--- src/rtl/add64_result_fifo.sv ---
// ============================================================================
// Module   : add64_result_fifo
// Purpose  : Delay-matches the adder's operand valid, captures each sum into a
//            first-word-fall-through FIFO, drops (and flags) results on full.
//            Define ADD64_RB_DROPCNT_EN to add a saturating 16-bit drop_cnt.
// Revision : 1.0 - initial release
// ============================================================================
`default_nettype none

module add64_result_fifo #(
    parameter int LATENCY = 4,
    parameter int DEPTH   = 8,
    parameter int SUM_W   = 65
) (
    input  logic                       clk,
    input  logic                       rst_n,
    input  logic                       in_vld,
    input  logic [SUM_W-1:0]           sum,
    output logic                       out_vld,
    output logic [SUM_W-1:0]           out_sum,
    input  logic                       out_rdy,
    output logic                       full,
    output logic                       empty,
    output logic [$clog2(DEPTH):0]     count,
    input  logic                       ovf_clr,
    output logic                       overflow
`ifdef ADD64_RB_DROPCNT_EN
    ,
    output logic [15:0]                drop_cnt
`endif
);

    localparam int                c_ptr_w      = $clog2(DEPTH);
    localparam int                c_cnt_w      = $clog2(DEPTH) + 1;
    localparam logic [c_cnt_w-1:0] c_full_count = c_cnt_w'(DEPTH);

    logic [LATENCY-1:0]  r_vld_sr;
    logic [SUM_W-1:0]    r_mem [DEPTH];
    logic [c_ptr_w-1:0]  r_wr_ptr;
    logic [c_ptr_w-1:0]  r_rd_ptr;
    logic [c_cnt_w-1:0]  r_count;
    logic                r_overflow;

    logic w_d_vld;
    logic w_full;
    logic w_empty;
    logic w_rd;
    logic w_wr;
    logic w_drop;

    generate
        if (LATENCY == 1) begin : g_sr_single
            always_ff @(posedge clk or negedge rst_n) begin
                if (!rst_n) r_vld_sr <= '0;
                else        r_vld_sr <= in_vld;
            end
        end else begin : g_sr_multi
            always_ff @(posedge clk or negedge rst_n) begin
                if (!rst_n) r_vld_sr <= '0;
                else        r_vld_sr <= {r_vld_sr[LATENCY-2:0], in_vld};
            end
        end
    endgenerate

    // Status flags come only from the registered count, so out_rdy never
    // reaches full combinationally.
    assign w_d_vld = r_vld_sr[LATENCY-1];
    assign w_full  = (r_count == c_full_count);
    assign w_empty = (r_count == '0);
    assign w_rd    = !w_empty & out_rdy;
    assign w_wr    = w_d_vld & (!w_full | w_rd);
    assign w_drop  = w_d_vld & w_full & !w_rd;

    // Storage is intentionally left out of reset.
    always_ff @(posedge clk) begin
        if (w_wr) r_mem[r_wr_ptr] <= sum;
    end

    always_ff @(posedge clk or negedge rst_n) begin
        if (!rst_n) begin
            r_wr_ptr <= '0;
            r_rd_ptr <= '0;
            r_count  <= '0;
        end else begin
            if (w_wr) r_wr_ptr <= r_wr_ptr + c_ptr_w'(1);
            if (w_rd) r_rd_ptr <= r_rd_ptr + c_ptr_w'(1);
            case ({w_wr, w_rd})
                2'b10:   r_count <= r_count + c_cnt_w'(1);
                2'b01:   r_count <= r_count - c_cnt_w'(1);
                default: r_count <= r_count;
            endcase
        end
    end

    // A drop in the same cycle as a clear keeps the flag set.
    always_ff @(posedge clk or negedge rst_n) begin
        if (!rst_n)       r_overflow <= 1'b0;
        else if (w_drop)  r_overflow <= 1'b1;
        else if (ovf_clr) r_overflow <= 1'b0;
    end

`ifdef ADD64_RB_DROPCNT_EN
    logic [15:0] r_drop_cnt;

    always_ff @(posedge clk or negedge rst_n) begin
        if (!rst_n) begin
            r_drop_cnt <= '0;
        end else if (ovf_clr) begin
            r_drop_cnt <= w_drop ? 16'd1 : 16'd0;
        end else if (w_drop && (r_drop_cnt != 16'hFFFF)) begin
            r_drop_cnt <= r_drop_cnt + 16'd1;
        end
    end

    assign drop_cnt = r_drop_cnt;
`endif

    assign out_vld  = !w_empty;
    assign out_sum  = r_mem[r_rd_ptr];
    assign full     = w_full;
    assign empty    = w_empty;
    assign count    = r_count;
    assign overflow = r_overflow;

endmodule

`default_nettype wire

--- config.mk ---
export PLATFORM = sky130hd
export DESIGN_NAME = add64_result_fifo
export DESIGN_NICKNAME = d
export VERILOG_FILES = /design/src/rtl/add64_result_fifo.sv
export SDC_FILE = /design/constraint.sdc
export NUM_CORES = 1
export LEC_CHECK = 0
export ABC_AREA = 1
export CELL_PAD_IN_SITES_DETAIL_PLACEMENT = 1
export CELL_PAD_IN_SITES_GLOBAL_PLACEMENT = 1
export CORE_ASPECT_RATIO = 1.1
export CORE_MARGIN = 4
export CORE_UTILIZATION = 44
export DETAILED_ROUTE_END_ITERATION = 12
export GPL_TIMING_DRIVEN = 0
export PLACE_DENSITY = 0.76
export SYNTH_ARGS = -nofsm -noshare
export SYNTH_HDL_FRONTEND = slang
export SYNTH_SLANG_ARGS = --single-unit
--- constraint.sdc ---
create_clock -name clk -period 5.44 [get_ports clk]
set_input_delay 0.544 -clock clk [delete_from_list [all_inputs] [get_ports clk]]
set_output_delay 0.544 -clock clk [all_outputs]
set_load 0.01 [all_outputs]
* Word level (Yosys, flattened, before mapping)
Memories as Yosys holds them, arrays and structs flattened. Cells that the tools add are included.
Operators by class: bitwise gates (word level) 5, multiplexer cells 5, $add $sub $neg 4, eq/ne operators 3, reductions and logical operators 6
Operator list (count):
- $pmux W4 S2 | 1
- $add A3 B1 Y3 const B | 2
- $add A4 B1 Y4 const B | 1
- $and A1 B1 Y1 | 4
- $eq A4 B4 Y1 const B | 1
- $logic_not A4 Y1 | 1
- $mux W1 | 4
- $reduce_bool A2 Y1 | 2
- $sub A4 B1 Y4 const B | 1
- $logic_not A1 Y1 | 3
- $eq A2 B1 Y1 const B | 1
- $eq A2 B2 Y1 const B | 1
- $or A1 B1 Y1 | 1
Storage, ports and cells: output and inout bits 73, bits in writable memories 520, memories 1, bits in registers 15, input bits 70
Memories:
- r_mem | depth 8, bits a word 65, read ports 1, clocked after memory_dff 0, write ports 1, line 38 | logic [SUM_W-1:0] r_mem [DEPTH];

* Longest topological paths before layout
Gate-level depths: netlist (run 1).
depth in word-level cells 7, gate-level depth with buffers 12, depth with buffers taken out 12

* Worst setup path before layout (run 1)
Ideal clock, no wire load.
path type register to register, start point register r_count[1] (netlist: count[1]), end point memory r_mem[7][0], enable pin, stages on the path, launching flop included 7, library setup time 0.568 ns, arrival 5.527 ns, path slack -0.655 ns, path through dfrtp_1 -> nor2_1 -> nand2_1 -> nand2_1 -> nand2_1 -> nand2_1 -> nor3_1
Between the ends: word-level cells in the longest chain between the ends 7, elaborated cells on any way between the ends 9, classes of those cells 1 x eq/ne; 2 x mux; 3 x bitwise; 3 x reduce/logical
RTL lines:
- start: declaration | line 41 | logic [c_cnt_w-1:0] r_count;
- start signal: assignment | line 88 | 2'b10: r_count <= r_count + c_cnt_w'(1);
- start signal: assignment | line 89 | 2'b01: r_count <= r_count - c_cnt_w'(1);
- start signal: assignment | line 90 | default: r_count <= r_count;
- $logic_not A4 Y1 | line 69 | assign w_empty = (r_count == '0);
- $logic_not A1 Y1
- net out_vld | line 19 | output logic out_vld,
- $and A1 B1 Y1 | line 70 | assign w_rd = !w_empty & out_rdy;
- $or A1 B1 Y1 | line 71 | assign w_wr = w_d_vld & (!w_full | w_rd);
- $and A1 B1 Y1 | line 71
- $mux W1 | line 76 | if (w_wr) r_mem[r_wr_ptr] <= sum;
- $mux W1 (implied by the code) | line 76
- end: declaration | line 38
The timed path passes the listed nets, and every way through them passes these cells.

* Final worst setup path (run 1)
start point register r_rd_ptr[2], end point output out_sum[26]
Between the ends: word-level cells in the longest chain between the ends 1
RTL lines:
- start: declaration | line 40 | logic [c_ptr_w-1:0] r_rd_ptr;
- start signal: assignment | line 86 | if (w_rd) r_rd_ptr <= r_rd_ptr + c_ptr_w'(1);
- $mem_v2 Z8 W65
- end: declaration | line 20 | output logic [SUM_W-1:0] out_sum,
Every way passes these cells.

==> summary.md, run 1 <==
| Metric | Value |
|---|---|
| I/O pin total | `143` |
| Final setup violation count | `0` |
| Flop pwr share | `36.4%` |
| Commonest non-fill, non-tap cells in the layout | `520 x edfxtp_1, 265 x nor2_1, 210 x nand2_1` |
| Clock Tree Buf Depth | `3` |
| Sw frac | `36.3%` |
| Max Slew Vio Count | `0` |
| Clk pin slew, worst setup/hold paths | `60 ps` |
| Layout area overhead | `20.8%` |
| Syn Inst Count | `1543` |
| Via density per instance | `5.46` |
| CTS Buf Count | `52` |
| Comb pwr share | `39.7%` |
| Initial antenna violation count | `3` |
| Clk_lat worst skew | `600 ps` |
| Dpl hpwl | `38200 um` |
| Setup bufs post-CTS | `0` |
| Synth warn | `0` |
| Die X | `216 um` |
| Max-Cap Viols | `0` |
| Crit path launch | `r_rd_ptr[2]` |
| Via count | `13400` |
| CTS tree | `done` |
| Synth Cell Area | `0.0209 mm^2` |
| HP Start | `r_vld_sr[2]` |
| DRC | `0` |
| CP Data Required Time | `4900 ps` |
| Nets | `1851` |
| Worst setup EP type | `primary output` |
| H-tree level count | `2` |
| Final worst-path cycle share | `71.9%` |
| Ant diodes | `0` |
| Fillcell total | `4631` |
| Sequential area share after synthesis | `76.3%` |
| Clock Skews | `20.6 ps` |
| Netlist cell types | `25` |
| Gr usage total | `22.1%` |
| Resized Gates After CTS | `0` |
| Critical path type | `reg -> out` |
| Row Count | `83` |
| RSZ-0062 raised after global routing | `false` |
| Placer Congestion | `0.760` |
| Maximum vdd drop | `0.367 mV` |
| Worst path arrival time | `3370 ps` |
| CTS Hold Buffers Added | `0` |
| Pint | `9.19 mW` |
| Switch Pwr | `5.23 mW` |
| Kind of start point of the critical path | `flip-flop` |
| CP Max Fanout | `10` |
| Synth Flop Type | `edfxtp_1` |
| DIE AREA | `0.0512 mm^2` |
| Largest net degree at the start of global routing | `26` |
| Run status | `finished, final reports clean` |
| Hold Fails Final Rpt | `0` |
| Fraction of layout cells with a size suffix above 1 | `8.72%` |
| CORE AREA | `0.0468 mm^2` |
| Worst reg2reg startpoint | `count[1]` |
| Total gr overflow | `0` |
| Power density over the cells | `570 mW/mm^2` |
| Syn_area_per_cell | `13.6 um^2` |
| Initial detailed-routing violation count | `873` |
| Most common cell after layout, fill and taps aside | `edfxtp_1` |
| Die Ht | `237 um` |
| Fin crit period | `3910 ps` |
| Post-Route WL | `57400 um` |
| HP Class | `reg -> reg` |
| Post-Layout Inst Area | `0.0253 mm^2` |
| Clk pwr share | `23.9%` |
| Drt pass-1 iters | `5` |
| Mapped Nets | `1618` |
| Leakage Power | `8.80 nW` |
| Vias in the first global route | `14600` |
| Multi-input combinational cell area | `0.00443 mm^2` |
| Routed len/inst | `23.5 um` |
| Initial Util | `44.7%` |
| Slew at the pin with the worst max-slew slack | `1030 ps` |
| Clk sinks | `535` |
| Post-Layout Cell Count | `2449` |
| Post-synth EDFFs | `520` |
| Sequential standard cell area | `0.0160 mm^2` |
| Async SR Flop Fraction | `2.80%` |
| ANT nets after route | `0` |
| Worst slew margin | `31.4%` |
| Placed Area | `0.0237 mm^2` |
| Fmax achieved | `256 MHz` |
| Global-route wire length before repair | `86500 um` |
| CTS Root Cell | `clkbuf_16` |
| Port Buffer Count | `142` |
| Seq cells post-synth | `535` |
| Post-Place Cells | `2359` |
stage by stage:
step / setup slack, ps / setup TNS, ps / hold slack, ps / power [mW] / util, %
after global routing: 1440 / 0 / 350 / 15.2 / 54.0
after CTS: 1530 / 0 / 350 / 14.5 / 54.0
after floorplan: -655 / -170330 / 248 / 8.38 / -
final: 1530 / 0 / 347 / 14.4 / 54.0
after detailed placement: 1980 / 0 / 337 / 11.1 / 50.6
after global placement: -5410 / -1798650 / 332 / 10.8 / 49.5
flip-flops by register name (all words and copies together), names as in the netlist:
| signal | count |
|---|---|
| r_mem | 520 |
| count | 4 |
| r_vld_sr | 4 |
| r_rd_ptr | 3 |
| r_wr_ptr | 3 |
| overflow | 1 |
per-layer routing:
layer | track usage [%] | wire (um) | vias up
li1 | - | - | 6070
met1 | 27.4 | 23100 | 6857
met2 | 40.2 | 30100 | 334
met3 | 3.07 | 2690 | 103
met4 | 6.89 | 1510 | 6
met5 | 0 | 28 | -
cell families (layout without fill, tap and decap cells):
logic type | after synthesis | count (layout) | synth area share (%)
xor+xnor | 5 | 5 | 0.209
fa+ha+maj | 5 | 5 | 0.335
flops | 535 | 535 | 76.3
mux | 66 | 66 | 3.16
compound gates | 330 | 330 | 8.28
buf+inv | 109 | 378 | 2.75
simple gates | 493 | 493 | 8.92
synthesized netlist by cell type (2+ instances only):
cell type  count  area [um^2]
inv_1         15         56.3
nor3_1         4         20.0
mux2i_1       65          651
a21oi_1        3         15.0
edfxtp_1     520        15600
dfrtp_1       15          375
xor2_1         4         35.0
nand2_1      210          788
buf_4          2         15.0
buf_6          4         45.0
o22ai_1       66          413
clkbuf_1      42          158
o21ai_1       88          440
ha_1           4         50.1
o21ai_0      173          866
buf_1          9         33.8
nor2_1       269         1010
nand3_1       10         50.1
buf_2         28          140
buf_8          7          105
power by group through the flow:
| stage | Combinational, mW | Clock, mW | Sequential (mW) |
|---|---|---|---|
| 2_1_floorplan | 3.02 | 0 | 5.36 |
| 3_3_place_gp | 5.38 | 0 | 5.43 |
| 3_5_place_dp | 5.72 | 0 | 5.34 |
| 4_1_cts | 5.78 | 3.50 | 5.26 |
| 5_1_grt | 6.21 | 3.68 | 5.29 |
| 6_report | 5.72 | 3.44 | 5.25 |
worst paths after layout:
check	endpoint	slack (ps)	cells past startpoint
setup / recovery	out_sum[26]	1530	6
hold / removal	r_vld_sr[3]	350	0
setup reg to reg	r_mem[7][42]	2370	10
hold reg to reg	r_vld_sr[3]	350	0
max in group asynchronous	r_wr_ptr[2]	4600	1
min in group asynchronous	overflow	390	1
area by class of cell:
class,instances,share of cell area (%)
tap,637,3.15
sequential,535,63.2
clock buffer,63,5.39
buffer,93,2.04
multi-input combinational,899,17.5
inverter,16,0.237
timing repair buffer,179,7.60
clock inverter,27,0.890
critical path: stages, from the launching register on:
cell,delay [ps]
dfrtp_1,430
inv_1,120
clkbuf_1,780
clkbuf_1,600
nand2_1,150
nand2_1,140
clkdlybuf4s50_1,560
(Power assumes the default switching activity.)
==> run 2, diff against run 1 <==
- clock period: 5.44 -> 3.2 ns (I/O delays scaled with it)
==> summary.md, run 2 (synthesis gave the netlist of run 1 again) <==
| Metric | Value |
|---|---|
| CTS Root Cell | `clkbuf_16` |
| Post-Route WL | `58600 um` |
| Setup TNS | `0 ps` |
| CORE AREA | `0.0468 mm^2` |
| Kind of start point of the critical path | `flip-flop` |
| Final worst-path cycle share | `97.4%` |
| Worst path arrival time | `2800 ps` |
| Global-route wire length before repair | `88100 um` |
| Max Slew Vio Count | `0` |
| Die X | `216 um` |
| Port Buffer Count | `142` |
| Placer Congestion | `0.771` |
| Final setup violation count | `0` |
| Largest net degree at the start of global routing | `30` |
| CTS tree | `done` |
| Slew at the pin with the worst max-slew slack | `889 ps` |
| Layout area overhead | `23.7%` |
| I/O pin total | `143` |
| Post-Layout Inst Area | `0.0259 mm^2` |
| CP Max Fanout | `10` |
| ANT nets after route | `0` |
| Initial Util | `44.7%` |
| Routed len/inst | `23.8 um` |
| CTS Hold Buffers Added | `0` |
| Initial antenna violation count | `4` |
| Total gr overflow | `0` |
| Via density per instance | `5.51` |
| Vias in the first global route | `14700` |
| Biggest register | `r_mem` |
| Clock Skews | `9.79 ps` |
| Fillcell total | `4576` |
| Worst slew margin | `40.6%` |
| Drt pass-1 iters | `5` |
| Critical path type | `reg -> out` |
| Via count | `13500` |
| Most common cell after layout, fill and taps aside | `edfxtp_1` |
| Initial detailed-routing violation count | `1199` |
| Placed Area | `0.0238 mm^2` |
| Layout Utilization | `55.3%` |
| Leakage Power | `9.40 nW` |
| Dpl hpwl | `37500 um` |
| DRC | `0` |
| DIE AREA | `0.0512 mm^2` |
| H-tree level count | `2` |
| CTS Buf Count | `55` |
| Nets | `1851` |
| Gr usage total | `22.5%` |
| Commonest non-fill, non-tap cells in the layout | `520 x edfxtp_1, 265 x nor2_1, 208 x nand2_1` |
| CP Data Required Time | `2880 ps` |
| HP Class | `in -> async` |
| Run status | `finished, final reports clean` |
| Hold Fails Final Rpt | `0` |
| Clk_lat worst skew | `610 ps` |
| Die Ht | `237 um` |
| Max reg flops | `520` |
| Fmax achieved | `321 MHz` |
| Clk pin slew, worst setup/hold paths | `60 ps` |
| Maximum vdd drop | `0.534 mV` |
| Fraction of layout cells with a size suffix above 1 | `11.4%` |
| Row Count | `83` |
| Clock Tree Buf Depth | `3` |
| Max-Cap Viols | `0` |
| Clk sinks | `535` |
| Fin crit period | `3120 ps` |
| Power density over the cells | `977 mW/mm^2` |
| Worst setup EP type | `primary output` |
## run 2: cell count changes in the layout (fill, tap and decap cells not counted), sizes merged
| cell | delta |
|---|---|
| clkdlybuf4s50 | -32 |
| dlymetal6s2s | +30 |
| clkbuf | +10 |
| buf | -8 |
| clkinv | +6 |
| dlygate4sd2 | +2 |
| clkinvlp | +1 |
| diode | +1 |
## run 2: area by class of cell
cell class / count / area [um^2] / share of cell area, %
multi-input cells: 899 / 4490 / 17.3
plain buffers: 93 / 701 / 2.70
inverters: 16 / 62.6 / 0.241
flip-flops and latches: 535 / 16000 / 61.7
clock inverters: 34 / 251 / 0.971
diodes: 1 / 2.50 / 0.00966
repair buffers: 176 / 2150 / 8.29
clock buffers: 68 / 1470 / 5.66
well taps: 637 / 797 / 3.08
## run 2: critical path, cell delays in order (launching register included)
cell             delay (ps)
dfrtp_1                 400
buf_8                   210
buf_6                   210
buf_6                   180
o21ai_0                 150
o22ai_2                 240
nand2_1                 120
nand2_2                 130
clkdlybuf4s50_1         540
## run 2: worst paths after layout
kind | to | from | slack [ps] | cells after the start
max | out_sum[1] | r_rd_ptr[1] | 80 | 8
min | count[2] | rst_n | 140 | 1
max reg2reg | r_mem[0][44] | count[0] | 190 | 8
min reg2reg | r_vld_sr[2] | r_vld_sr[1] | 350 | 0
max in group asynchronous | overflow | rst_n | 2630 | 1
min in group clk | r_vld_sr[0] | in_vld | 200 | 1
## run 2: layer usage
| metal | up-vias | part of all wire [%] | global-route usage (%) |
|---|---|---|---|
| met2 | 403 | 53 | 40.3 |
| met5 | - | 0.058 | 0 |
| li1 | 6085 | - | - |
| met3 | 104 | 5.2 | 4.38 |
| met4 | 6 | 2.5 | 6.93 |
| met1 | 6949 | 40 | 27.7 |
## run 2: repair_timing
action	CTS	global route
setup endpoints to repair	65	62
hold endpoints to repair	0	0
buffers inserted	0	9
gates resized for setup	53	90
pin swaps	0	1
## run 2: power by group
| group | switching, mW | internal, mW | leakage (nW) |
|---|---|---|---|
| Sequential | 0.270 | 8.68 | 4.90 |
| Clock | 2.65 | 3.55 | 0.846 |
| Combinational | 6.22 | 3.94 | 3.65 |
## run 2: through the flow
stage	power (mW)	hold slack, ps	setup slack, ps	instances
final	25.3	135	81.9	2459
after global routing	26.7	155	-52.4	2459
after CTS	25.3	131	-13.7	2449
after detailed placement	18.9	336	-8.39	2347
after global placement	18.2	332	-3620	2322
after floorplan	14.2	24.4	-943	1543
